`src/rtl/prb_req_queue_pkg.sv`:
```
// Shared coherent-manager types for the probe request queue: FSM states,
// probe entry layout and cache-line geometry.
package ox_coh_pkg;

  localparam int CACHE_LINE_LSB = 6;
  localparam int PRB_SRC_W      = 26;
  localparam int PRB_ADDR_W     = 64;

  typedef enum logic [1:0] {
    ST_IDLE   = 2'd0,
    ST_REQ    = 2'd1,
    ST_ACTIVE = 2'd2
  } prb_state_e;

  typedef struct packed {
    logic [3:0]            size;
    logic [PRB_SRC_W-1:0]  source;
    logic [PRB_ADDR_W-1:0] address;
  } prb_entry_t;

  // True when two addresses fall in the same 64-byte line.
  function automatic logic same_line(input logic [63:0] a, input logic [63:0] b);
    return a[63:CACHE_LINE_LSB] == b[63:CACHE_LINE_LSB];
  endfunction

endpackage

```
`src/rtl/prb_req_queue_if.sv`:
```
// Probe queue bus: RX decoder push side plus the coherent-manager probe handshake.
// dup_drop exists only when PRB_DUP_FILTER_EN is defined.
interface prb_req_queue_if #(
  parameter int DEPTH  = 4,
  parameter int SRC_W  = 26,
  parameter int ADDR_W = 64
);
  import ox_coh_pkg::*;

  localparam int CNT_W = $clog2(DEPTH) + 1;

  logic              rx_prb_valid;
  logic              rx_prb_ready;
  logic [3:0]        rx_prb_size;
  logic [SRC_W-1:0]  rx_prb_source;
  logic [ADDR_W-1:0] rx_prb_address;
  logic              probe_req;
  logic              probe_req_ack;
  logic              probe_req_done;
  logic [3:0]        b_size;
  logic [SRC_W-1:0]  b_source;
  logic [ADDR_W-1:0] b_address;
  logic [CNT_W-1:0]  q_count;
  logic              tmo_err;
`ifdef PRB_DUP_FILTER_EN
  logic              dup_drop;
`endif

  modport slave (
    input  rx_prb_valid, rx_prb_size, rx_prb_source, rx_prb_address,
    input  probe_req_ack, probe_req_done,
    output rx_prb_ready, probe_req, b_size, b_source, b_address, q_count,
`ifdef PRB_DUP_FILTER_EN
    output dup_drop,
`endif
    output tmo_err
  );

  modport master (
    output rx_prb_valid, rx_prb_size, rx_prb_source, rx_prb_address,
    output probe_req_ack, probe_req_done,
    input  rx_prb_ready, probe_req, b_size, b_source, b_address, q_count,
`ifdef PRB_DUP_FILTER_EN
    input  dup_drop,
`endif
    input  tmo_err
  );

endinterface

```
`src/rtl/prb_req_queue_fifo.sv`:
```
// DEPTH-entry synchronous FIFO with wrap-bit pointers and a registered count.
// With PRB_DUP_FILTER_EN the raw slots and their valid mask are exposed.
module prb_fifo
  import ox_coh_pkg::*;
#(
  parameter int DEPTH = 4,
  parameter int W     = 8
) (
  input  logic                     clk,
  input  logic                     reset_,
  input  logic                     push,
  input  logic [W-1:0]             wdata,
  input  logic                     pop,
`ifdef PRB_DUP_FILTER_EN
  output logic [DEPTH-1:0][W-1:0]  slots,
  output logic [DEPTH-1:0]         slot_vld,
`endif
  output logic [W-1:0]             head,
  output logic [$clog2(DEPTH):0]   count,
  output logic                     full,
  output logic                     empty
);

  localparam int PTR_W = $clog2(DEPTH);
  localparam int CNT_W = PTR_W + 1;

  logic [DEPTH-1:0][W-1:0] mem_r;
  logic [PTR_W:0]          wr_ptr_r;
  logic [PTR_W:0]          rd_ptr_r;
  logic [CNT_W-1:0]        count_r;
  logic                    do_push;
  logic                    do_pop;

  assign full    = (wr_ptr_r[PTR_W] != rd_ptr_r[PTR_W]) &&
                   (wr_ptr_r[PTR_W-1:0] == rd_ptr_r[PTR_W-1:0]);
  assign empty   = (wr_ptr_r == rd_ptr_r);
  assign do_push = push & ~full;
  assign do_pop  = pop & ~empty;
  assign head    = mem_r[rd_ptr_r[PTR_W-1:0]];
  assign count   = count_r;

  // pointer and occupancy update
  always_ff @(posedge clk) begin
    if (reset_) begin
      wr_ptr_r <= {CNT_W{1'b0}};
      rd_ptr_r <= {CNT_W{1'b0}};
      count_r  <= {CNT_W{1'b0}};
    end else begin
      if (do_push) wr_ptr_r <= wr_ptr_r + CNT_W'(1);
      if (do_pop)  rd_ptr_r <= rd_ptr_r + CNT_W'(1);
      count_r <= count_r + CNT_W'(do_push) - CNT_W'(do_pop);
    end
  end

  // storage is write-only-when-pushed; stale slots are masked by the pointers
  always_ff @(posedge clk) begin
    if (do_push) mem_r[wr_ptr_r[PTR_W-1:0]] <= wdata;
  end

`ifdef PRB_DUP_FILTER_EN
  assign slots = mem_r;

  // a slot is live when its distance from the read pointer is below the count
  always_comb begin
    for (int i = 0; i < DEPTH; i++) begin
      slot_vld[i] = (CNT_W'(PTR_W'(i) - rd_ptr_r[PTR_W-1:0]) < count_r);
    end
  end
`endif

endmodule

```
`src/rtl/prb_req_queue.sv`:
```
// Probe request queue: buffers channel-B Probes and presents them one at a time
// to the coherent manager with a watchdog. Optional feature macro: PRB_DUP_FILTER_EN.
module prb_req_queue
  import ox_coh_pkg::*;
#(
  parameter int DEPTH   = 4,
  parameter int SRC_W   = 26,
  parameter int ADDR_W  = 64,
  parameter int TMO_CYC = 1023
) (
  input  logic               clk,
  input  logic               reset_,
  prb_req_queue_if.slave     bus
);

  localparam int ENT_W = 4 + SRC_W + ADDR_W;
  localparam int CNT_W = $clog2(DEPTH) + 1;
  localparam int WD_W  = (TMO_CYC < 2) ? 1 : $clog2(TMO_CYC + 1);

  prb_state_e       state_r;
  prb_state_e       state_nxt;
  logic [WD_W-1:0]  wdog_r;
  logic [WD_W-1:0]  wdog_nxt;
  logic [WD_W-1:0]  wdog_inc;
  logic             req_r;
  logic             req_nxt;
  logic             tmo_r;
  logic             tmo_nxt;
  logic             ready_r;
  logic [ENT_W-1:0] b_r;
  logic             load_b;
  logic             push;
  logic             wr_en;
  logic             pop;
  logic             tmo_hit;
  logic [ENT_W-1:0] head;
  logic [ENT_W-1:0] wdata;
  logic [CNT_W-1:0] count;
  logic [CNT_W-1:0] count_nxt;
  logic             full;
  logic             empty;

  assign push  = bus.rx_prb_valid & ready_r & ~full;
  assign wdata = {bus.rx_prb_size, bus.rx_prb_source, bus.rx_prb_address};

`ifdef PRB_DUP_FILTER_EN
  logic [DEPTH-1:0][ENT_W-1:0] slots;
  logic [DEPTH-1:0]            slot_vld;
  logic                        dup_hit;
  logic                        dup_r;

  // line match against every live entry, including the in-flight head
  always_comb begin
    dup_hit = 1'b0;
    for (int i = 0; i < DEPTH; i++) begin
      dup_hit = dup_hit | (slot_vld[i] &
                same_line(64'(slots[i][ADDR_W-1:0]), 64'(bus.rx_prb_address)));
    end
  end

  assign wr_en        = push & ~dup_hit;
  assign bus.dup_drop = dup_r;
`else
  assign wr_en = push;
`endif

  prb_fifo #(.DEPTH(DEPTH), .W(ENT_W)) u_fifo (
    .clk      (clk),
    .reset_   (reset_),
    .push     (wr_en),
    .wdata    (wdata),
    .pop      (pop),
`ifdef PRB_DUP_FILTER_EN
    .slots    (slots),
    .slot_vld (slot_vld),
`endif
    .head     (head),
    .count    (count),
    .full     (full),
    .empty    (empty)
  );

  // expiry fires on the edge the counter would reach TMO_CYC
  assign tmo_hit   = (TMO_CYC != 0) && (state_r != ST_IDLE) &&
                     (wdog_r == WD_W'(TMO_CYC - 1));
  assign wdog_inc  = (wdog_r == {WD_W{1'b1}}) ? wdog_r : wdog_r + WD_W'(1);
  assign count_nxt = count + CNT_W'(wr_en) - CNT_W'(pop);

  // request FSM and watchdog next-state
  always_comb begin
    state_nxt = state_r;
    req_nxt   = req_r;
    wdog_nxt  = wdog_r;
    tmo_nxt   = 1'b0;
    pop       = 1'b0;
    load_b    = 1'b0;
    case (state_r)
      ST_IDLE: begin
        if (!empty) begin
          load_b    = 1'b1;
          req_nxt   = 1'b1;
          wdog_nxt  = WD_W'(0);
          state_nxt = ST_REQ;
        end else begin
          req_nxt   = 1'b0;
        end
      end
      ST_REQ: begin
        if (tmo_hit) begin
          tmo_nxt   = 1'b1;
          pop       = 1'b1;
          req_nxt   = 1'b0;
          state_nxt = ST_IDLE;
        end else if (bus.probe_req_ack && bus.probe_req_done) begin
          pop       = 1'b1;
          req_nxt   = 1'b0;
          state_nxt = ST_IDLE;
        end else if (bus.probe_req_ack) begin
          req_nxt   = 1'b0;
          wdog_nxt  = WD_W'(0);
          state_nxt = ST_ACTIVE;
        end else begin
          wdog_nxt  = wdog_inc;
        end
      end
      ST_ACTIVE: begin
        if (tmo_hit) begin
          tmo_nxt   = 1'b1;
          pop       = 1'b1;
          req_nxt   = 1'b0;
          state_nxt = ST_IDLE;
        end else if (bus.probe_req_done) begin
          pop       = 1'b1;
          req_nxt   = 1'b0;
          state_nxt = ST_IDLE;
        end else begin
          wdog_nxt  = wdog_inc;
        end
      end
      default: begin
        req_nxt   = 1'b0;
        wdog_nxt  = WD_W'(0);
        state_nxt = ST_IDLE;
      end
    endcase
  end

  // state, outputs and head snapshot
  always_ff @(posedge clk) begin
    if (reset_) begin
      state_r <= ST_IDLE;
      wdog_r  <= WD_W'(0);
      req_r   <= 1'b0;
      tmo_r   <= 1'b0;
      ready_r <= 1'b1;
      b_r     <= {ENT_W{1'b0}};
`ifdef PRB_DUP_FILTER_EN
      dup_r   <= 1'b0;
`endif
    end else begin
      state_r <= state_nxt;
      wdog_r  <= wdog_nxt;
      req_r   <= req_nxt;
      tmo_r   <= tmo_nxt;
      ready_r <= (count_nxt != CNT_W'(DEPTH));
      if (load_b) b_r <= head;
`ifdef PRB_DUP_FILTER_EN
      dup_r   <= push & dup_hit;
`endif
    end
  end

  assign bus.rx_prb_ready = ready_r;
  assign bus.probe_req    = req_r;
  assign bus.tmo_err      = tmo_r;
  assign bus.q_count      = count;
  assign bus.b_size       = b_r[ENT_W-1 -: 4];
  assign bus.b_source     = b_r[ADDR_W +: SRC_W];
  assign bus.b_address    = b_r[ADDR_W-1:0];

endmodule
```
`src/flat_wrapper.sv`:
```
// flat-port wrapper written by rule: the top's interface ports become plain ports
module prb_req_queue_flat import ox_coh_pkg::*;
#(
  parameter int DEPTH   = 4,
  parameter int SRC_W   = 26,
  parameter int ADDR_W  = 64,
  parameter int TMO_CYC = 1023
)
  (clk, reset_, bus_rx_prb_valid, bus_rx_prb_size, bus_rx_prb_source, bus_rx_prb_address, bus_probe_req_ack, bus_probe_req_done, bus_rx_prb_ready, bus_probe_req, bus_b_size, bus_b_source, bus_b_address, bus_q_count, bus_tmo_err);
  prb_req_queue_if #(.DEPTH(DEPTH), .SRC_W(SRC_W), .ADDR_W(ADDR_W)) bus_i ();
  input  logic clk;
  input  logic reset_;
  input wire logic [$bits(bus_i.rx_prb_valid)-1:0] bus_rx_prb_valid;
  input wire logic [$bits(bus_i.rx_prb_size)-1:0] bus_rx_prb_size;
  input wire logic [$bits(bus_i.rx_prb_source)-1:0] bus_rx_prb_source;
  input wire logic [$bits(bus_i.rx_prb_address)-1:0] bus_rx_prb_address;
  input wire logic [$bits(bus_i.probe_req_ack)-1:0] bus_probe_req_ack;
  input wire logic [$bits(bus_i.probe_req_done)-1:0] bus_probe_req_done;
  output wire logic [$bits(bus_i.rx_prb_ready)-1:0] bus_rx_prb_ready;
  output wire logic [$bits(bus_i.probe_req)-1:0] bus_probe_req;
  output wire logic [$bits(bus_i.b_size)-1:0] bus_b_size;
  output wire logic [$bits(bus_i.b_source)-1:0] bus_b_source;
  output wire logic [$bits(bus_i.b_address)-1:0] bus_b_address;
  output wire logic [$bits(bus_i.q_count)-1:0] bus_q_count;
  output wire logic [$bits(bus_i.tmo_err)-1:0] bus_tmo_err;
  assign bus_i.rx_prb_valid = bus_rx_prb_valid;
  assign bus_i.rx_prb_size = bus_rx_prb_size;
  assign bus_i.rx_prb_source = bus_rx_prb_source;
  assign bus_i.rx_prb_address = bus_rx_prb_address;
  assign bus_i.probe_req_ack = bus_probe_req_ack;
  assign bus_i.probe_req_done = bus_probe_req_done;
  assign bus_rx_prb_ready = bus_i.rx_prb_ready;
  assign bus_probe_req = bus_i.probe_req;
  assign bus_b_size = bus_i.b_size;
  assign bus_b_source = bus_i.b_source;
  assign bus_b_address = bus_i.b_address;
  assign bus_q_count = bus_i.q_count;
  assign bus_tmo_err = bus_i.tmo_err;
  prb_req_queue #(.DEPTH(DEPTH), .SRC_W(SRC_W), .ADDR_W(ADDR_W), .TMO_CYC(TMO_CYC)) u_core (.clk(clk), .reset_(reset_), .bus(bus_i));
endmodule
```
`config.mk`:
```
export PLATFORM = sky130hd
export DESIGN_NAME = prb_req_queue_flat
export DESIGN_NICKNAME = d
export VERILOG_FILES = /design/src/rtl/prb_req_queue_pkg.sv /design/src/rtl/prb_req_queue_if.sv /design/src/rtl/prb_req_queue_fifo.sv /design/src/rtl/prb_req_queue.sv /design/src/flat_wrapper.sv
export SDC_FILE = /design/constraint.sdc
export NUM_CORES = 1
export LEC_CHECK = 0
export ABC_CLOCK_PERIOD_IN_PS = 4800
export CORE_UTILIZATION = 30
export DETAILED_ROUTE_END_ITERATION = 16
export GPL_TIMING_DRIVEN = 0
export PLACE_DENSITY_LB_ADDON = 0.08
export SYNTH_ARGS = -nofsm -noshare
export SYNTH_HDL_FRONTEND = slang
export SYNTH_SLANG_ARGS = --single-unit
```
`constraint.sdc`:
```
create_clock -name clk -period 4.8 [get_ports clk]
set_clock_uncertainty 0.2 [all_clocks]
set_input_delay 0.96 -clock clk [delete_from_list [all_inputs] [get_ports clk]]
set_output_delay 0.96 -clock clk [all_outputs]
set_load 0.005 [all_outputs]
```
==> results of run 1 <==
==> cell usage after synthesis, drive strengths merged <==
cell,number,share of area
mux2i,2,0.0011
fa,2,0.0022
nand4b,1,0.00048
a41oi,2,0.00096
or2,1,0.00034
dfxtp,118,0.13
o22ai,1,0.00034
o21ai,7,0.0019
o211ai,1,0.00068
inv,15,0.0031
nor2b,9,0.0031
xor2,6,0.0029
nand2b,2,0.00068
nor2,18,0.0037
o31ai,3,0.0012
mux4,94,0.12
a21oi,102,0.028
a21boi,1,0.00041
edfxtp,376,0.62
o221ai,1,0.0014
clkbuf,21,0.0043
a31oi,5,0.0017
o2111ai,1,0.00048
buf,37,0.011
nand2,194,0.040
nand4,4,0.0022
a221oi,1,0.00082
and4,5,0.0025
o41ai,1,0.00048
nor3,5,0.0014
xnor2,5,0.0032
ha,14,0.0096
a21o,2,0.00082
o221a,1,0.00062
and2,8,0.0027
and4b,1,0.00055
nand3,7,0.0022
o32ai,1,0.00089
==> flip-flops by register name, indices dropped and copies added, names as in the netlist <==
| name | flops |
|---|---|
| u_core.u_fifo.mem_r | 376 |
| u_core.state_r | 2 |
| u_core.b_r | 94 |
| u_core.u_fifo.count | 3 |
| u_core.wdog_r | 10 |
| u_core.u_fifo.rd_ptr_r | 3 |
| u_core.bus.tmo_err | 1 |
| u_core.bus.probe_req | 1 |
| u_core.u_fifo.wr_ptr_r | 3 |
| u_core.bus.rx_prb_ready | 1 |
==> worst min path at each step <==
stage                                     to  slack, ps  depth (start not counted)
4_1_cts          u_core.b_r[29]$_SDFFE_PP0P_        250                          2
5_1_grt          u_core.b_r[48]$_SDFFE_PP0P_        270                          2
2_1_floorplan  u_core.wdog_r[7]$_SDFFE_PP0P_        240                          1
3_5_place_dp     u_core.b_r[29]$_SDFFE_PP0P_        250                          2
6_report         u_core.b_r[29]$_SDFFE_PP0P_        250                          2
3_3_place_gp     u_core.b_r[93]$_SDFFE_PP0P_        240                          2
==> stage by stage <==
step | setup slack, ps | power (mW) | TNS [ps]
after CTS | 1559 | 12.74 | 0
after floorplan | 478.4 | 7.011 | 0
after global routing | 1359 | 13.16 | 0
final | 1592 | 12.50 | 0
after global placement | -2683 | 8.455 | -993270
after detailed placement | 890.7 | 8.447 | 0
==> cell families after synthesis <==
family	Yosys count
flops	494
fa+ha+maj	16
simple gates	255
buf+inv	73
xor+xnor	11
compound gates	130
mux	96
==> placed cells by master, fill, tap and decap left out, drive strengths merged, types with 2 or more instances in the layout <==
cell,n
a21o,2
a21oi,102
a31oi,5
a41oi,2
and2,8
and4,5
buf,45
bufinv,5
clkbuf,103
clkdlybuf4s50,197
clkinv,18
dfxtp,118
edfxtp,376
fa,2
ha,14
inv,15
mux2i,2
mux4,94
nand2,194
nand2b,2
nand3,7
nand4,4
nor2,18
nor2b,9
nor3,5
o21ai,7
o31ai,3
xnor2,5
xor2,6
==> critical path, stage by stage <==
cell	delay [ps]
clkdlybuf4s50_1	460
nand2_1	90
a31oi_1	560
and2_4	580
buf_16	300
buf_16	300
==> layout make-up <==
type	instances	area, um2
well taps	782	978.4
multi-input cells	508	4309
clock inverters	24	249.0
clock buffers	82	1582
flip-flops and latches	494	13650
repair buffers	205	2185
fillers	5617	36950
plain buffers	58	281.5
inverters	15	56.30
==> power breakdown <==
part | switching, mW | internal [mW] | leakage [nW] | total [mW]
Combinational | 1.46 | 1.20 | 2.26 | 2.66
Sequential | 0.263 | 5.34 | 4.41 | 5.60
Clock | 1.69 | 2.54 | 0.893 | 4.24
==> layer usage <==
| metal | global-route usage | wire length (um) | up-vias |
|---|---|---|---|
| li1 | - | - | 4625 |
| met2 | 0.2445 | 21990 | 181 |
| met4 | 0.04188 | 861 | 10 |
| met3 | 0.03459 | 2194 | 77 |
| met1 | 0.1887 | 19690 | 5040 |
| met5 | 0 | 67 | - |
==> impl_results.html, run 1 <==
<table>
<tr><th>Metric</th><th>Value</th></tr>
<tr><th colspan="2">Worst setup path</th></tr>
<tr><td>Worst Reg-to-Reg Cells</td><td>6</td></tr>
<tr><td>Worst setup path category</td><td>input port to flop</td></tr>
<tr><td>Startpoint Class</td><td>input port</td></tr>
<tr><td>Origin of the critical flop-to-flop path</td><td>u_core.u_fifo.rd_ptr_r[1]$_SDFFE_PP0P_</td></tr>
<tr><td>Worst reg-to-reg setup slack</td><td>1800 ps</td></tr>
<tr><td>Endpoint of the worst-slack reg-to-reg timing path</td><td>u_core.u_fifo.mem_r[191]$_DFFE_PP_</td></tr>
<tr><td>Startpoint of the worst setup timing path</td><td>bus_rx_prb_valid</td></tr>
<tr><td>CP max FO</td><td>40</td></tr>
<tr><td>Data arrival time of the critical path</td><td>3280 ps</td></tr>
<tr><td>Crit path to</td><td>u_core.u_fifo.mem_r[191]$_DFFE_PP_</td></tr>
<tr><td>Critical path data required time</td><td>4870 ps</td></tr>
<tr><td>Crit. End Element</td><td>flop</td></tr>
<tr><th colspan="2">STA</th></tr>
<tr><td>Achievable clock frequency</td><td>0.3117 GHz</td></tr>
<tr><td>Max-slew headroom at the worst pin</td><td>0.1460</td></tr>
<tr><td>Unrepaired setup endpoints after global routing</td><td>false</td></tr>
<tr><td>Worst Max-Slew Pin Slew</td><td>1281 ps</td></tr>
<tr><td>Post-layout min period</td><td>3208 ps</td></tr>
<tr><td>Final slew viol count</td><td>0</td></tr>
<tr><td>Hold violation total from the final report</td><td>0</td></tr>
<tr><td>Number of endpoints failing setup at the final stage</td><td>0</td></tr>
<tr><td>Final Hold Slack</td><td>250.1 ps</td></tr>
<tr><td>Ratio of final minimum period to clock period</td><td>0.6684</td></tr>
<tr><th colspan="2">Clock tree</th></tr>
<tr><td>Buffer levels on the longest clock path</td><td>3</td></tr>
<tr><td>H-tree lvl count</td><td>2</td></tr>
<tr><td>Clock tree from TritonCTS</td><td>built</td></tr>
<tr><td># hold bufs at CTS</td><td>0</td></tr>
<tr><td>Clock transition at the registers of the reported paths</td><td>60 ps</td></tr>
<tr><td>Number of buffers added by the clock tree synthesis step</td><td>56</td></tr>
<tr><td>Buffer count from post-CTS setup fixing</td><td>0</td></tr>
<tr><td>TritonCTS Sinks</td><td>494</td></tr>
<tr><td>Clk_lat worst skew</td><td>610 ps</td></tr>
<tr><td>Master cell of the clock root buffer</td><td>clkbuf_16</td></tr>
<tr><td>Number of cells upsized or downsized after cts</td><td>0</td></tr>
<tr><th colspan="2">Global route</th></tr>
<tr><td>Remaining global-route overflow</td><td>0</td></tr>
<tr><td>Number of global-route vias before repair</td><td>10580</td></tr>
<tr><td>Aggregate global-route resource usage</td><td>0.1462</td></tr>
<tr><td>First-pass GRT wire length</td><td>67460 um</td></tr>
<tr><td>Number of antenna violations at the first check in global routing</td><td>5</td></tr>
<tr><td>Largest net degree at the start of global routing</td><td>49</td></tr>
<tr><th colspan="2">Drt</th></tr>
<tr><td>DRC Markers</td><td>0</td></tr>
<tr><td>Total via count after detailed routing</td><td>9933</td></tr>
<tr><td>Via density per instance</td><td>4.582</td></tr>
<tr><td>Remaining antenna violation count after routing</td><td>0</td></tr>
<tr><td>Number of detailed-route iterations in the first pass</td><td>5</td></tr>
<tr><td>Detailed-route wire length</td><td>44800 um</td></tr>
<tr><td>Violation count after the first detailed-route iteration</td><td>535</td></tr>
<tr><td>Wire length per cell</td><td>20.66 um</td></tr>
<tr><th colspan="2">Cells and area</th></tr>
<tr><td>Final core utilization</td><td>0.3866</td></tr>
<tr><td>Finished layout cell area</td><td>23290 um2</td></tr>
<tr><td>Final non-filler cell total</td><td>2168</td></tr>
<tr><td>Number of nets in the layout</td><td>1453</td></tr>
<tr><td>Share of cells above drive strength 1</td><td>0.1645</td></tr>
<tr><td>Synthesis-to-finish area growth</td><td>27.36%</td></tr>
<tr><td>Diodes inserted</td><td>0</td></tr>
<tr><th colspan="2">Floorplanning</th></tr>
<tr><td>Top Ports</td><td>199</td></tr>
<tr><td>Die area</td><td>61960 um2</td></tr>
<tr><td>Starting utilization of the core area</td><td>0.3036</td></tr>
<tr><td>Placement row count</td><td>90</td></tr>
<tr><td>X dimension of the die</td><td>248.9 um</td></tr>
<tr><td>Vertical die dimension</td><td>248.9 um</td></tr>
<tr><td>Core outline area</td><td>60250 um2</td></tr>
<tr><th colspan="2">Synthesis</th></tr>
<tr><td>Adder-cell share of the synthesized area</td><td>0.01177</td></tr>
<tr><td>Net count after synthesis</td><td>1190</td></tr>
<tr><td>Number of instances in the synthesized netlist</td><td>1075</td></tr>
<tr><td>Sequential share of the synthesized area</td><td>0.7465</td></tr>
<tr><td>Count of yosys warnings during synthesis</td><td>0</td></tr>
<tr><td>Post-Synth XOR/XNOR Area</td><td>0.006088</td></tr>
<tr><td>Mean instance size in the synthesized netlist</td><td>17.01 um2</td></tr>
<tr><td>Dominant combinational cell family by area after synthesis</td><td>multiplexers</td></tr>
<tr><td>Compound-cell area share of the yosys netlist</td><td>0.04070</td></tr>
<tr><td>Synth unique cells</td><td>46</td></tr>
<tr><td>Proportion of synthesized area in mux cells</td><td>0.1168</td></tr>
<tr><td>Simple-gate share of the synthesized area</td><td>0.05965</td></tr>
<tr><td>Yosys reg bits</td><td>494</td></tr>
<tr><td>Combined area of all synthesized cells</td><td>18290 um2</td></tr>
<tr><th colspan="2">Worst hold path</th></tr>
<tr><td>Class of the most critical hold timing path</td><td>flop to flop</td></tr>
<tr><td>Hold Startpoint</td><td>u_core.b_r[29]$_SDFFE_PP0P_</td></tr>
<tr><th colspan="2">Placed design</th></tr>
<tr><td>Total instance count after detailed placement</td><td>2062</td></tr>
<tr><td>Hpwl dp</td><td>27440 um</td></tr>
<tr><td>Routability-driven placement congestion ratio</td><td>0.7384</td></tr>
<tr><td># port buffers</td><td>197</td></tr>
<tr><td>Post-detailed-placement cell area</td><td>21460 um2</td></tr>
<tr><th colspan="2">Job</th></tr>
<tr><td>MaxCap Viol Count</td><td>0</td></tr>
<tr><th colspan="2">Power and ir drop</th></tr>
<tr><td>Maximum ir drop on the vdd rail</td><td>0.0003163 V</td></tr>
<tr><td>Leakage power figure</td><td>7.567 nW</td></tr>
<tr><td>Areal power density over the cells</td><td>536.6 nW/um2</td></tr>
<tr><th colspan="2">Run status</th></tr>
<tr><td>Status</td><td>complete, no violations</td></tr>
</table>
Power figures use the tool's default switching activity.
==> inputs of run 2 (changes only) <==
--- a/config.mk
+++ b/config.mk
@@ -5,7 +5,7 @@
 export SDC_FILE = /design/constraint.sdc
 export NUM_CORES = 1
 export LEC_CHECK = 0
-export ABC_CLOCK_PERIOD_IN_PS = 4800
+export ABC_CLOCK_PERIOD_IN_PS = 3400
 export CORE_UTILIZATION = 30
 export DETAILED_ROUTE_END_ITERATION = 16
 export GPL_TIMING_DRIVEN = 0
==> constraint.sdc (replaced) <==
create_clock -name clk -period 3.4 [get_ports clk]
set_clock_uncertainty 0.2 [all_clocks]
set_input_delay 0.68 -clock clk [delete_from_list [all_inputs] [get_ports clk]]
set_output_delay 0.68 -clock clk [all_outputs]
set_load 0.005 [all_outputs]
==> run 2 against run 1 <==
  * Largest cell class unchanged
  * Sequential share of layout area is 0.27 points higher
  * Cell count is 0.18% lower
  * Combinational power is 42% higher
  * Sequential power is 41% higher
  * Sequential cell count stayed put
  * Register-to-register slack worse by 1500 ps
  * Global-route usage is 0.17 points lower
  * Non-clock buffer count is 1 higher
==> impl_results.html, run 2 (synthesis gave the netlist of run 1 again) <==
<table>
<tr><th>Metric</th><th>Value</th></tr>
<tr><th colspan="2">Power and ir drop</th></tr>
<tr><td>Leakage power figure</td><td>7.504 nW (was 7.567 nW)</td></tr>
<tr><td>Maximum ir drop on the vdd rail</td><td>0.0004040 V (was 0.0003163 V)</td></tr>
<tr><td>Final Power</td><td>17.32 mW (was 12.50 mW)</td></tr>
<tr><td>Areal power density over the cells</td><td>746.8 nW/um2 (was 536.6 nW/um2)</td></tr>
<tr><th colspan="2">Clock tree</th></tr>
<tr><td>Clock transition at the registers of the reported paths</td><td>60 ps (about the same)</td></tr>
<tr><td>Clk_lat worst skew</td><td>600 ps (was 610 ps)</td></tr>
<tr><td>Master cell of the clock root buffer</td><td>clkbuf_16 (unchanged)</td></tr>
<tr><td>TritonCTS Sinks</td><td>494 (unchanged)</td></tr>
<tr><td>Buffer count from post-CTS setup fixing</td><td>0 (unchanged)</td></tr>
<tr><td>Buffer levels on the longest clock path</td><td>3 (unchanged)</td></tr>
<tr><td># hold bufs at CTS</td><td>0 (unchanged)</td></tr>
<tr><td>Number of buffers added by the clock tree synthesis step</td><td>54 (was 56)</td></tr>
<tr><td>H-tree lvl count</td><td>2 (unchanged)</td></tr>
<tr><td>Number of cells upsized or downsized after cts</td><td>0 (unchanged)</td></tr>
<tr><td>Clock tree from TritonCTS</td><td>built (unchanged)</td></tr>
<tr><th colspan="2">Worst setup path</th></tr>
<tr><td>Endpoint of the worst-slack reg-to-reg timing path</td><td>u_core.u_fifo.mem_r[327]$_DFFE_PP_ (was u_core.u_fifo.mem_r[191]$_DFFE_PP_)</td></tr>
<tr><td>Crit. End Element</td><td>flop (unchanged)</td></tr>
<tr><td>Data arrival time of the critical path</td><td>3120 ps (was 3280 ps)</td></tr>
<tr><td>Startpoint of the worst setup timing path</td><td>u_core.u_fifo.rd_ptr_r[1]$_SDFFE_PP0P_ (was bus_rx_prb_valid)</td></tr>
<tr><td>Crit path to</td><td>u_core.u_fifo.mem_r[327]$_DFFE_PP_ (was u_core.u_fifo.mem_r[191]$_DFFE_PP_)</td></tr>
<tr><td>Critical path data required time</td><td>3460 ps (was 4870 ps)</td></tr>
<tr><td>Worst setup path category</td><td>flop to flop (was input port to flop)</td></tr>
<tr><td>CP max FO</td><td>41 (was 40)</td></tr>
<tr><td>Startpoint Class</td><td>flop (was input port)</td></tr>
<tr><td>Worst Reg-to-Reg Cells</td><td>6 (unchanged)</td></tr>
<tr><td>Worst reg-to-reg setup slack</td><td>340 ps (was 1800 ps)</td></tr>
<tr><td>Origin of the critical flop-to-flop path</td><td>u_core.u_fifo.rd_ptr_r[1]$_SDFFE_PP0P_ (unchanged)</td></tr>
<tr><th colspan="2">STA</th></tr>
<tr><td>Hold violation total from the final report</td><td>0 (unchanged)</td></tr>
<tr><td>Unrepaired setup endpoints after global routing</td><td>false (unchanged)</td></tr>
<tr><td>Post-layout min period</td><td>3060 ps</td></tr>
<tr><td>Number of endpoints failing setup at the final stage</td><td>0 (unchanged)</td></tr>
<tr><td>Achievable clock frequency</td><td>0.3268 GHz</td></tr>
<tr><td>Max-slew headroom at the worst pin</td><td>0.4545 (was 0.1460)</td></tr>
<tr><td>Final worst setup slack</td><td>340.1 ps (was 1592 ps)</td></tr>
<tr><td>Worst Max-Slew Pin Slew</td><td>818.2 ps (was 1281 ps)</td></tr>
<tr><td>Final slew viol count</td><td>0 (unchanged)</td></tr>
<tr><td>Ratio of final minimum period to clock period</td><td>0.9000</td></tr>
<tr><th colspan="2">Drt</th></tr>
<tr><td>Total via count after detailed routing</td><td>10010 (was 9933)</td></tr>
<tr><td>DRC Markers</td><td>0 (unchanged)</td></tr>
<tr><td>Detailed-route wire length</td><td>44340 um (was 44800 um)</td></tr>
<tr><td>Remaining antenna violation count after routing</td><td>0 (unchanged)</td></tr>
<tr><td>Via density per instance</td><td>4.628 (was 4.582)</td></tr>
<tr><td>Violation count after the first detailed-route iteration</td><td>575 (was 535)</td></tr>
<tr><td>Number of detailed-route iterations in the first pass</td><td>5 (unchanged)</td></tr>
<tr><td>Wire length per cell</td><td>20.49 um (was 20.66 um)</td></tr>
<tr><th colspan="2">Global route</th></tr>
<tr><td>First-pass GRT wire length</td><td>66280 um (was 67460 um)</td></tr>
<tr><td>Largest net degree at the start of global routing</td><td>49 (unchanged)</td></tr>
<tr><td>Remaining global-route overflow</td><td>0 (unchanged)</td></tr>
<tr><td>Aggregate global-route resource usage</td><td>0.1445 (was 0.1462)</td></tr>
<tr><td>Number of global-route vias before repair</td><td>10490 (was 10580)</td></tr>
<tr><td>Number of antenna violations at the first check in global routing</td><td>8 (was 5)</td></tr>
<tr><th colspan="2">Placed design</th></tr>
<tr><td>Hpwl dp</td><td>27470 um (was 27440 um)</td></tr>
<tr><td>Post-Place Setup Slack</td><td>-262.0 ps (was 890.7 ps)</td></tr>
<tr><td>Post-detailed-placement cell area</td><td>21480 um2 (was 21460 um2)</td></tr>
<tr><td>Routability-driven placement congestion ratio</td><td>0.7066 (was 0.7384)</td></tr>
<tr><td># port buffers</td><td>197 (unchanged)</td></tr>
<tr><td>Total instance count after detailed placement</td><td>2063 (was 2062)</td></tr>
<tr><th colspan="2">Cells and area</th></tr>
<tr><td>Finished layout cell area</td><td>23190 um2 (was 23290 um2)</td></tr>
<tr><td>Leading cell type in the layout, fill and taps excluded</td><td>edfxtp_1 (unchanged)</td></tr>
<tr><td>Commonest cells after routing, fill and taps aside</td><td>edfxtp_1 (376), clkdlybuf4s50_1 (197), nand2_1 (194), dfxtp_1 (118), a21oi_1 (102) (unchanged)</td></tr>
<tr><td>Max FFs per register</td><td>376 (unchanged)</td></tr>
<tr><td>Diodes inserted</td><td>0 (unchanged)</td></tr>
<tr><td>Share of cells above drive strength 1</td><td>0.1614 (was 0.1645)</td></tr>
<tr><td>Synthesis-to-finish area growth</td><td>26.78% (was 27.36%)</td></tr>
<tr><td>Final non-filler cell total</td><td>2164 (was 2168)</td></tr>
<tr><td>Number of fillers in the final layout</td><td>5605 (was 5617)</td></tr>
<tr><td>Number of nets in the layout</td><td>1452 (was 1453)</td></tr>
<tr><td>Final core utilization</td><td>0.3849 (was 0.3866)</td></tr>
<tr><th colspan="2">Floorplanning</th></tr>
<tr><td>Placement row count</td><td>90 (unchanged)</td></tr>
<tr><td>X dimension of the die</td><td>248.9 um (unchanged)</td></tr>
<tr><td>Top Ports</td><td>199 (unchanged)</td></tr>
<tr><td>Starting utilization of the core area</td><td>0.3036 (unchanged)</td></tr>
<tr><td>Vertical die dimension</td><td>248.9 um (unchanged)</td></tr>
<tr><td>Die area</td><td>61960 um2 (unchanged)</td></tr>
<tr><td>Core outline area</td><td>60250 um2 (unchanged)</td></tr>
<tr><th colspan="2">Worst hold path</th></tr>
<tr><td>Class of the most critical hold timing path</td><td>flop to flop (unchanged)</td></tr>
<tr><th colspan="2">Job</th></tr>
<tr><td>MaxCap Viol Count</td><td>0 (unchanged)</td></tr>
<tr><th colspan="2">Run status</th></tr>
<tr><td>Status</td><td>complete, no violations (unchanged)</td></tr>
</table>
-- run 2: changes by cell type in the layout (fill, tap and decap cells not counted), sizes merged --
cell | before | now
clkinv | 18 | 5
buf | 45 | 46
bufinv | 5 | 2
inv | 15 | 16
clkbuf | 103 | 112
clkinvlp | 1 | 2
-- run 2: worst max-delay path: stages, from the launching register on --
cell and delay, ps:
dfxtp_1 310, buf_4 170, xnor2_2 160, a31oi_1 630, and2_4 610, buf_12 290, buf_16 300
-- run 2: area by class of cell --
cell class,instances,area [um2],area share
Multi-Input combinational cell,508,4309,0.1858
Clock buffer,91,1580,0.06815
Tap cell,782,978.4,0.04219
Clock inverter,10,130.1,0.005612
Timing Repair Buffer,206,2200,0.09486
Inverter,15,56.30,0.002428
Sequential cell,494,13650,0.5888
Buffer,58,281.5,0.01214
-- run 2: how the worst min path moves through the flow --
stage | startpoint | endpoint | slack (ps) | cells past startpoint
after global placement | u_core.b_r[1]$_SDFFE_PP0P_ | u_core.b_r[1]$_SDFFE_PP0P_ | 240 | 2
after global routing | u_core.b_r[25]$_SDFFE_PP0P_ | u_core.b_r[25]$_SDFFE_PP0P_ | 270 | 2
after detailed placement | u_core.b_r[29]$_SDFFE_PP0P_ | u_core.b_r[29]$_SDFFE_PP0P_ | 250 | 2
final | u_core.b_r[29]$_SDFFE_PP0P_ | u_core.b_r[29]$_SDFFE_PP0P_ | 250 | 2
after floorplan | u_core.wdog_r[7]$_SDFFE_PP0P_ | u_core.wdog_r[7]$_SDFFE_PP0P_ | 240 | 1
after CTS | u_core.b_r[29]$_SDFFE_PP0P_ | u_core.b_r[29]$_SDFFE_PP0P_ | 250 | 2
-- run 2: per-stage QoR --
| stage | hold WS (ps) | TNS (ps) |
|---|---|---|
| after floorplan | 243.7 | 0 |
| after global placement | 242.7 | -588370 |
| after detailed placement | 245.9 | -25930 |
| after CTS | 254.1 | 0 |
| after global routing | 270.8 | 0 |
| final | 252.3 | 0 |
-- run 2: routing by layer --
layer / routed length (um) / global-route usage / up-vias / part of all wire
met5: 102 / 0 / - / 0.0023
met4: 892 / 0.03957 / 16 / 0.020
li1: - / - / 4632 / -
met1: 18990 / 0.1830 / 5092 / 0.43
met3: 2421 / 0.03835 / 79 / 0.055
met2: 21930 / 0.2434 / 195 / 0.49
-- run 2: power breakdown --
part	switching, mW	leakage (nW)	total [mW]	internal (mW)
sequential	0.356	4.41	7.89	7.54
clock	2.35	0.822	5.66	3.31
combinational	2.07	2.27	3.77	1.70
==> inputs of run 3 (changes only) <==
--- a/config.mk
+++ b/config.mk
@@ -6,10 +6,12 @@
 export NUM_CORES = 1
 export LEC_CHECK = 0
 export ABC_CLOCK_PERIOD_IN_PS = 3400
+export CORE_MARGIN = 3
 export CORE_UTILIZATION = 30
 export DETAILED_ROUTE_END_ITERATION = 16
 export GPL_TIMING_DRIVEN = 0
 export PLACE_DENSITY_LB_ADDON = 0.08
+export REMOVE_ABC_BUFFERS = 1
 export SYNTH_ARGS = -nofsm -noshare
 export SYNTH_HDL_FRONTEND = slang
 export SYNTH_SLANG_ARGS = --single-unit
==> run 3 against run 2 <==
  * Count of clock-buffer cells in the layout shrank 20
  * Largest cell class unchanged
  * Wire length is essentially flat
  * Sequential share of layout area is essentially flat
  * Fmax is essentially flat
  * Critical endpoint is now u_core.bus.rx_prb_ready$_SDFF_PP1_
  * Total power grew 0.30%
==> impl_results.html, run 3 (synthesis gave the netlist of run 1 again) <==
<table>
<tr><th>Metric</th><th>Value</th></tr>
<tr><th colspan="2">Run status</th></tr>
<tr><td>Status</td><td>complete, no violations (unchanged)</td></tr>
<tr><th colspan="2">Global route</th></tr>
<tr><td>Number of global-route vias before repair</td><td>10550 (was 10490)</td></tr>
<tr><td>Remaining global-route overflow</td><td>0 (unchanged)</td></tr>
<tr><td>Aggregate global-route resource usage</td><td>0.1398 (was 0.1445)</td></tr>
<tr><td>Largest net degree at the start of global routing</td><td>78 (was 49)</td></tr>
<tr><td>Number of antenna violations at the first check in global routing</td><td>6 (was 8)</td></tr>
<tr><td>First-pass GRT wire length</td><td>67200 um (was 66280 um)</td></tr>
<tr><th colspan="2">Worst setup path</th></tr>
<tr><td>Startpoint Class</td><td>flop (unchanged)</td></tr>
<tr><td>Crit. End Element</td><td>flop (unchanged)</td></tr>
<tr><td>Critical path data required time</td><td>3670 ps (was 3460 ps)</td></tr>
<tr><td>Cell-by-cell trace of the critical path</td><td>buf_16 -&gt; xnor2_2 -&gt; a31oi_4 -&gt; inv_1 -&gt; ha_1 -&gt; inv_1 -&gt; ha_1 -&gt; inv_1 -&gt; fa_1 -&gt; xor2_1 -&gt; nand3_1 (was buf_4 -&gt; xnor2_2 -&gt; a31oi_1 -&gt; and2_4 -&gt; buf_12 -&gt; buf_16)</td></tr>
<tr><td>Worst setup path category</td><td>flop to flop (unchanged)</td></tr>
<tr><td>Origin of the critical flop-to-flop path</td><td>u_core.u_fifo.rd_ptr_r[1]$_SDFFE_PP0P_ (unchanged)</td></tr>
<tr><td>Endpoint of the worst-slack reg-to-reg timing path</td><td>u_core.bus.rx_prb_ready$_SDFF_PP1_ (was u_core.u_fifo.mem_r[327]$_DFFE_PP_)</td></tr>
<tr><td>Critical path's slowest cell</td><td>dfxtp_4 (was a31oi_1)</td></tr>
<tr><td>Worst Reg-to-Reg Cells</td><td>11 (was 6)</td></tr>
<tr><td>Worst reg-to-reg setup slack</td><td>340 ps (about the same)</td></tr>
<tr><td>Slowest stage delay, CP</td><td>610 ps (was 630 ps)</td></tr>
<tr><td>CP most frequent cell</td><td>inv_1</td></tr>
<tr><td>Data arrival time of the critical path</td><td>3340 ps (was 3120 ps)</td></tr>
<tr><td>CP max FO</td><td>33 (was 41)</td></tr>
<tr><th colspan="2">Drt</th></tr>
<tr><td>Remaining antenna violation count after routing</td><td>0 (unchanged)</td></tr>
<tr><td>Number of detailed-route iterations in the first pass</td><td>5 (unchanged)</td></tr>
<tr><td>Violation count after the first detailed-route iteration</td><td>475 (was 575)</td></tr>
<tr><td>Detailed-route wire length</td><td>44320 um (was 44340 um)</td></tr>
<tr><td>Total via count after detailed routing</td><td>9816 (was 10010)</td></tr>
<tr><td>Via density per instance</td><td>4.646 (was 4.628)</td></tr>
<tr><td>Wire length per cell</td><td>20.98 um (was 20.49 um)</td></tr>
<tr><td>DRC Markers</td><td>0 (unchanged)</td></tr>
<tr><th colspan="2">Clock tree</th></tr>
<tr><td>Clk_lat worst skew</td><td>590 ps (was 600 ps)</td></tr>
<tr><td>Number of buffers added by the clock tree synthesis step</td><td>55 (was 54)</td></tr>
<tr><td># hold bufs at CTS</td><td>0 (unchanged)</td></tr>
<tr><td>Clock transition at the registers of the reported paths</td><td>60 ps (about the same)</td></tr>
<tr><td>Master cell of the clock root buffer</td><td>clkbuf_16 (unchanged)</td></tr>
<tr><td>H-tree lvl count</td><td>2 (unchanged)</td></tr>
<tr><td>Clock tree from TritonCTS</td><td>built (unchanged)</td></tr>
<tr><td>Buffer levels on the longest clock path</td><td>3 (unchanged)</td></tr>
<tr><td>TritonCTS Sinks</td><td>494 (unchanged)</td></tr>
<tr><th colspan="2">STA</th></tr>
<tr><td>Final slew viol count</td><td>0 (unchanged)</td></tr>
<tr><td>Hold violation total from the final report</td><td>0 (unchanged)</td></tr>
<tr><td>Max-slew headroom at the worst pin</td><td>0.4566 (was 0.4545)</td></tr>
<tr><td>Ratio of final minimum period to clock period</td><td>0.9003 (was 0.9000)</td></tr>
<tr><td>Number of endpoints failing setup at the final stage</td><td>0 (unchanged)</td></tr>
<tr><td>Unrepaired setup endpoints after global routing</td><td>false (unchanged)</td></tr>
<tr><td>Post-layout min period</td><td>3061 ps (was 3060 ps)</td></tr>
<tr><td>Achievable clock frequency</td><td>0.3267 GHz (was 0.3268 GHz)</td></tr>
<tr><td>Worst Max-Slew Pin Slew</td><td>815.1 ps (was 818.2 ps)</td></tr>
<tr><td>Total negative setup slack</td><td>0 ps (unchanged)</td></tr>
<tr><th colspan="2">Cells and area</th></tr>
<tr><td>Commonest cells after routing, fill and taps aside</td><td>edfxtp_1 (376), clkdlybuf4s50_1 (197), nand2_1 (193), dfxtp_1 (116), a21oi_1 (102) (was edfxtp_1 (376), clkdlybuf4s50_1 (197), nand2_1 (194), dfxtp_1 (118), a21oi_1 (102))</td></tr>
<tr><td>Number of fillers in the final layout</td><td>5553 (was 5605)</td></tr>
<tr><td>Leading cell type in the layout, fill and taps excluded</td><td>edfxtp_1 (unchanged)</td></tr>
<tr><td>Synthesis-to-finish area growth</td><td>26.92% (was 26.78%)</td></tr>
<tr><td>Max FFs per register</td><td>376 (unchanged)</td></tr>
<tr><td>Number of nets in the layout</td><td>1407 (was 1452)</td></tr>
<tr><td>Share of cells above drive strength 1</td><td>0.1659 (was 0.1614)</td></tr>
<tr><td>Final non-filler cell total</td><td>2113 (was 2164)</td></tr>
<tr><th colspan="2">Worst hold path</th></tr>
<tr><td>Hold Startpoint</td><td>u_core.b_r[69]$_SDFFE_PP0P_ (was u_core.b_r[29]$_SDFFE_PP0P_)</td></tr>
<tr><td>Worst hold stages</td><td>2 (unchanged)</td></tr>
<tr><td>Hold EP</td><td>u_core.b_r[69]$_SDFFE_PP0P_ (was u_core.b_r[29]$_SDFFE_PP0P_)</td></tr>
<tr><td>Class of the most critical hold timing path</td><td>flop to flop (unchanged)</td></tr>
<tr><th colspan="2">Floorplanning</th></tr>
<tr><td>Starting utilization of the core area</td><td>0.3064 (was 0.3036)</td></tr>
<tr><td>Die area</td><td>63970 um2 (was 61960 um2)</td></tr>
<tr><td>Placement row count</td><td>89 (was 90)</td></tr>
<tr><td>Vertical die dimension</td><td>252.9 um (was 248.9 um)</td></tr>
<tr><td>X dimension of the die</td><td>252.9 um (was 248.9 um)</td></tr>
<tr><td>Top Ports</td><td>199 (unchanged)</td></tr>
<tr><td>Core outline area</td><td>59690 um2 (was 60250 um2)</td></tr>
<tr><th colspan="2">Power and ir drop</th></tr>
<tr><td>Maximum ir drop on the vdd rail</td><td>0.0005523 V (was 0.0004040 V)</td></tr>
<tr><td>Areal power density over the cells</td><td>748.3 nW/um2 (was 746.8 nW/um2)</td></tr>
<tr><td>Leakage power figure</td><td>7.476 nW (was 7.504 nW)</td></tr>
<tr><th colspan="2">Job</th></tr>
<tr><td>MaxCap Viol Count</td><td>0 (unchanged)</td></tr>
<tr><th colspan="2">Placed design</th></tr>
<tr><td>Total instance count after detailed placement</td><td>2003 (was 2063)</td></tr>
<tr><td># port buffers</td><td>198 (was 197)</td></tr>
<tr><td>Routability-driven placement congestion ratio</td><td>0.6948 (was 0.7066)</td></tr>
<tr><td>Hpwl dp</td><td>24280 um (was 27470 um)</td></tr>
</table>
## run 3: cell types whose count changed in the layout (fill, tap and decap cells not counted), sizes merged
cell / previous run / this run
clkinv: 5 / 25
clkinvlp: 2 / 4
and2: 8 / 10
diode: 0 / 2
clkbuf: 112 / 71
buf: 46 / 19
## run 3: layout make-up
| class | count | area [um2] | area share |
|---|---|---|---|
| clock buffer | 71 | 1540 | 0.06635 |
| sequential | 494 | 13660 | 0.5885 |
| tap | 773 | 967.2 | 0.04166 |
| clock inverter | 32 | 226.5 | 0.009756 |
| antenna | 2 | 5.005 | 0.0002156 |
| timing repair buffer | 216 | 2409 | 0.1038 |
| multi-input combinational | 510 | 4349 | 0.1874 |
| inverter | 15 | 56.30 | 0.002425 |
## run 3: worst max-delay path: cells and delay by family (launching register included)
| kind | cells | cell delay (ps) |
|---|---|---|
| and+or+nand+nor | 1 | 100 |
| AOI/OAI and AO/OA | 1 | 390 |
| DFF | 1 | 610 |
| xor gates and xnor gates | 2 | 310 |
| buffers and inverters | 4 | 520 |
| adders and majority gates | 3 | 810 |
## run 3: per-layer routing
metal  GRT usage  wire length, um
met5           0               59
met4     0.03806              800
met3     0.03502             2321
met2      0.2395            22280
met1      0.1767            18860
## run 3: through the flow
stage | util | cell area [um2] | power [mW] | worst slack [ps] | hold WS [ps]
2_1_floorplan | - | 18010 | 9.811 | -4317 | 243.7
3_3_place_gp | 0.3511 | 20960 | 11.12 | -9740 | 242.0
3_5_place_dp | 0.3581 | 21380 | 11.89 | -458.4 | 246.6
4_1_cts | 0.3886 | 23190 | 17.80 | 111.8 | 255.1
5_1_grt | 0.3888 | 23210 | 18.40 | 97.24 | 274.1
6_report | 0.3889 | 23210 | 17.37 | 338.9 | 251.3
## run 3: worst max path at each step
stage | start | slack, ps | cells after the start | to
after floorplan | u_core.u_fifo.rd_ptr_r[0]$_SDFFE_PP0P_ | -4320 | 3 | u_core.u_fifo.mem_r[282]$_DFFE_PP_
after global placement | u_core.u_fifo.rd_ptr_r[0]$_SDFFE_PP0P_ | -9740 | 3 | u_core.u_fifo.mem_r[58]$_DFFE_PP_
after detailed placement | u_core.u_fifo.rd_ptr_r[0]$_SDFFE_PP0P_ | -460 | 6 | u_core.u_fifo.mem_r[246]$_DFFE_PP_
after CTS | u_core.u_fifo.rd_ptr_r[0]$_SDFFE_PP0P_ | 110 | 6 | u_core.u_fifo.mem_r[228]$_DFFE_PP_
after global routing | u_core.u_fifo.rd_ptr_r[1]$_SDFFE_PP0P_ | 100 | 11 | u_core.bus.rx_prb_ready$_SDFF_PP1_
final | u_core.u_fifo.rd_ptr_r[1]$_SDFFE_PP0P_ | 340 | 11 | u_core.bus.rx_prb_ready$_SDFF_PP1_
## run 3: report_power, final
part	internal [mW]	switching (mW)	total, mW
sequential	7.53	0.336	7.87
clock	3.34	2.40	5.74
combinational	1.69	2.07	3.76
total	12.6	4.80	17.4
## run 3: repair_timing
action                     in CTS  in global routing
setup endpoints to repair     290                  1
gates cloned                    2                  0
resized for setup               2                  0
pin swaps                       2                  0
buffers inserted                1                  2
